<file path="config.mk">
export PLATFORM = sky130hd
export DESIGN_NAME = ram8_16
export DESIGN_NICKNAME = d
export VERILOG_FILES = /design/src/rtl/ram8_16.sv
export SDC_FILE = /design/constraint.sdc
export NUM_CORES = 1
export LEC_CHECK = 0
export ABC_AREA = 1
export BUFFER_PORTS_ARGS = -buffer_cell sky130_fd_sc_hd__buf_2
export CAP_MARGIN = 15
export CORE_UTILIZATION = 40
export CTS_CLUSTER_DIAMETER = 50
export DETAILED_ROUTE_END_ITERATION = 10
export PLACE_DENSITY_LB_ADDON = 0.15
export SETUP_SLACK_MARGIN = 0.4
export SYNTH_ARGS = -nofsm -noshare
export SYNTH_HDL_FRONTEND = slang
export SYNTH_SLANG_ARGS = --single-unit
</file>
<file path="constraint.sdc">
create_clock -name clk -period 2.05 [get_ports clk]
set_input_delay 0 -clock clk [delete_from_list [all_inputs] [get_ports clk]]
set_output_delay 0 -clock clk [all_outputs]
set_load 0.02 [all_outputs]
</file>
<file path="src/rtl/ram8_16.sv">
// Eight-word register bank with a per-word valid bit, combinational read, and synchronous clear.
// Optional `WRITE_BYPASS_EN: write data is forwarded to the read port in the write cycle.
module ram8_16 #(
  parameter int               WIDTH     = 16,
  parameter logic [WIDTH-1:0] RESET_VAL = '0
) (
  input  logic             clk,
  input  logic             rst_n,
  input  logic [WIDTH-1:0] in,
  input  logic             load,
  input  logic [2:0]       address,
  input  logic             clr,
  output logic [WIDTH-1:0] out,
  output logic             out_valid,
  output logic             full
);

  logic [7:0][WIDTH-1:0] words_q, words_d;
  logic [7:0]            valid_q, valid_d;

  // clr outranks load, so a write in the same cycle as a clear is dropped
  always_comb begin
    words_d = words_q;
    valid_d = valid_q;
    if (clr) begin
      words_d = {8{RESET_VAL}};
      valid_d = '0;
    end else if (load) begin
      words_d[address] = in;
      valid_d[address] = 1'b1;
    end
  end

  always_ff @(posedge clk or negedge rst_n) begin
    if (!rst_n) begin
      words_q <= {8{RESET_VAL}};
      valid_q <= '0;
    end else begin
      words_q <= words_d;
      valid_q <= valid_d;
    end
  end

  always_comb begin
`ifdef WRITE_BYPASS_EN
    if (load && !clr) begin
      out       = in;
      out_valid = 1'b1;
    end else begin
      out       = words_q[address];
      out_valid = valid_q[address];
    end
`else
    out       = words_q[address];
    out_valid = valid_q[address];
`endif
  end

  assign full = &valid_q;

endmodule

</file>
==> results.json <==
{
  "insertion_delay_ns": 0.42,
  "yosys.area.top_type_share_pct": 48.0,
  "hold_class": "input pin to flop",
  "cap_violations": 0,
  "grt_pass1_vias": 6212,
  "stdcell_count": 1265,
  "cp_slowest_cell": "buf_4",
  "p_sw_mw": 1.55,
  "path_class": "input pin to primary output",
  "rr_startpoint": "valid_q[1]$_DFFE_PN0P_",
  "worst_pin_slew_ns": 0.778,
  "hpwl_mm": 12.8,
  "whs_ns": 0.0198,
  "max_freq_ghz": 0.698,
  "fillers": 1774,
  "post-route-period-util_pct": 69.9,
  "slew_violations": 0,
  "power_mw": 6.34,
  "io_buffers": 40,
  "synth_area_leaders": "dfrtp_1 48%, nand2_1 32%, nand3_1 9.0%, buf_2 1.6%, buf_4 1.4%",
  "skew_ns": 0,
  "crit_required_ns": 2.05,
  "grt.overflow.total": 0,
  "design_area_sq_um": 8060,
  "dpl_cell_area_sq_um": 7470,
  "start_kind": "input pin",
  "worst-path-buf-inv": 4,
  "h-tree-depth": 4,
  "rsz0062_at_grt": "no",
  "leakage_nw": 4.76,
  "hold_end": "valid_q[4]$_DFFE_PN0P_",
  "track_usage_pct": 25.1,
  "drtIter0Drc": 359,
  "switching_share_pct": 24.4,
  "ys_seq_elements": 136,
  "clockRootBuffer": "clkbuf_16",
  "dp_cells": 1234,
  "slew_headroom_pct": 48.0,
  "cp.arrival_ns": 1.43,
  "cts_sinks": 136,
  "area_growth_pct": 13.8,
  "power_frac_clock_pct": 47.6,
  "ys_types": 22,
  "viasPerCell": 5.00,
  "cts_buffer_depth": 2,
  "combinationalPowerShare_pct": 8.7,
  "yosysSeqAreaShare_pct": 48.0,
  "max_stage_delay_ns": 0.37,
  "ioPinCount": 41,
  "drt_pass1_iterations": 5,
  "setup_viol": 0,
  "syn_area_per_cell_sq_um": 7.05,
  "finalCriticalPeriod_ns": 1.43,
  "timing.rr.end": "valid_q[1]$_DFFE_PN0P_",
  "antenna_cells": 0,
  "row_count": 48,
  "drive_above_1_share_pct": 10.7,
  "synth_area_sq_um": 7090,
  "fp.dieH_um": 135,
  "cp_top_family": "buffers and inverters",
  "reg2regPathDepth": 1,
  "cp-end-kind": "primary output",
  "die_x_um": 135,
  "crit_fanout": 23,
  "syn_inst": 1005,
  "drcViolationCount": 0,
  "r2r_setup_slack_ns": 1.35,
  "post_cts_resized": 0,
  "fp.dieArea_sq_um": 18300,
  "postSynthNetCount": 1028,
  "cp_common_cell": "nand2_1",
  "clk_pin_slew_ns": 0.06,
  "start_util_pct": 41.0,
  "grt_max_degree": 74,
  "ys.warnings.count": 0,
  "final_hold_viol_count": 0,
  "fin_nets": 1052,
  "internal_power_mw": 4.79,
  "hold_depth": 2,
  "wire_per_inst_um": 16.6,
  "cts_made_buffers": 17,
  "cp_num_cells": 10,
  "wl_mm": 21.0,
  "tns_ns": 0,
  "antenna_found_initial": 0,
  "cts_tree": "yes",
  "power_density_nw_per_um2": 787,
  "crit_path_cell_trace": "buf_2 -> inv_2 -> buf_4 -> nand2_1 -> nand2_1 -> nand2_1 -> nand2_1 -> nand2_1 -> nand2_1 -> buf_2",
  "peakVddDrop_uv": 562,
  "worstHoldStart": "clr",
  "outcome": "complete, no violations",
  "yosys.area.top_type": "dfrtp_1",
  "ant_nets": 0,
  "via_count": 6327,
  "grt_pass1_wl_mm": 34.5,
  "place_congestion": 0.760,
  "seq_power_share_pct": 43.8,
  "core-area_sq_um": 17300
}
## power by group through the flow
stage | combinational, mW | clock (mW) | sequential (mW)
after CTS | 0.557 | 3.05 | 2.78
after global routing | 0.611 | 3.16 | 2.78
after floorplan | 0.325 | 0 | 2.81
after detailed placement | 0.554 | 0 | 2.82
final | 0.551 | 3.02 | 2.78
after global placement | 0.553 | 0 | 2.82
## kinds of logic (layout without fill, tap and decap cells)
family	Yosys count	in the layout	share of synthesized area, %
DFF	136	136	48.0
AOI/OAI and AO/OA	5	5	0.494
buffers and inverters	90	125	6.51
and+or+nand+nor	774	774	45.0
## through the flow
| stage | util [%] | setup WS [ns] |
|---|---|---|
| 6_report | 46.6 | 0.617 |
| 5_1_grt | 46.6 | 0.489 |
| 4_1_cts | 46.6 | 0.613 |
| 3_5_place_dp | 43.2 | 0.616 |
| 3_3_place_gp | 43.2 | 0.629 |
| 2_1_floorplan | - | 1.15 |
## placed cells by master, fill, tap and decap left out, types with 2 or more instances in the layout
master     count
nand4_1        4
inv_2          9
inv_1         19
clkbuf_1       4
buf_12         5
nand3_2        2
dfrtp_1      136
nor2_1        26
buf_4         19
nand4_4        3
nand3_1      128
o21a_1         4
buf_2         39
nand3_4        2
clkbuf_16     17
nand2_1      606
clkbuf_8       8
## timing repair
item / CTS / global route
hold buffers: 1 / 0
buffers inserted: 0 / 0
endpoints found under the hold margin: 136 / 0
## cell usage after synthesis, drive strengths merged
cell type    n
a21oi        1
nand3      132
nor2        28
nand4        8
dfrtp      136
clkinv       2
o21a         4
buf         46
inv         28
nand2      606
clkbuf      14
## cell type report
class / instances / area [sq um] / share of cell area [%]
clock buffers: 29 / 551 / 6.83
repair buffers: 65 / 459 / 5.70
well taps: 225 / 282 / 3.49
multi-input cells: 779 / 3220 / 40.0
clock inverters: 1 / 30.0 / 0.372
inverters: 30 / 116 / 1.44
flip-flops and latches: 136 / 3400 / 42.2
## flip-flops by register name (all words and copies together), names as in the netlist
name / count
words_q: 128
valid_q: 8
## how the worst max path moves through the flow
stage               startpoint      to  slack, ns
floorplan           address[1]  out[0]       1.15
global placement    address[0]  out[3]       0.63
detailed placement  address[0]  out[3]       0.62
CTS                 address[0]  out[3]       0.61
global route        address[0]  out[3]       0.49
finish              address[0]  out[6]       0.62
## layer usage
layer	routed length (um)	global-route usage [%]
met5	0	0
met4	333	7.87
met3	782	3.34
met2	10000	42.0
met1	9900	33.7
Power figures use the tool's default switching activity.
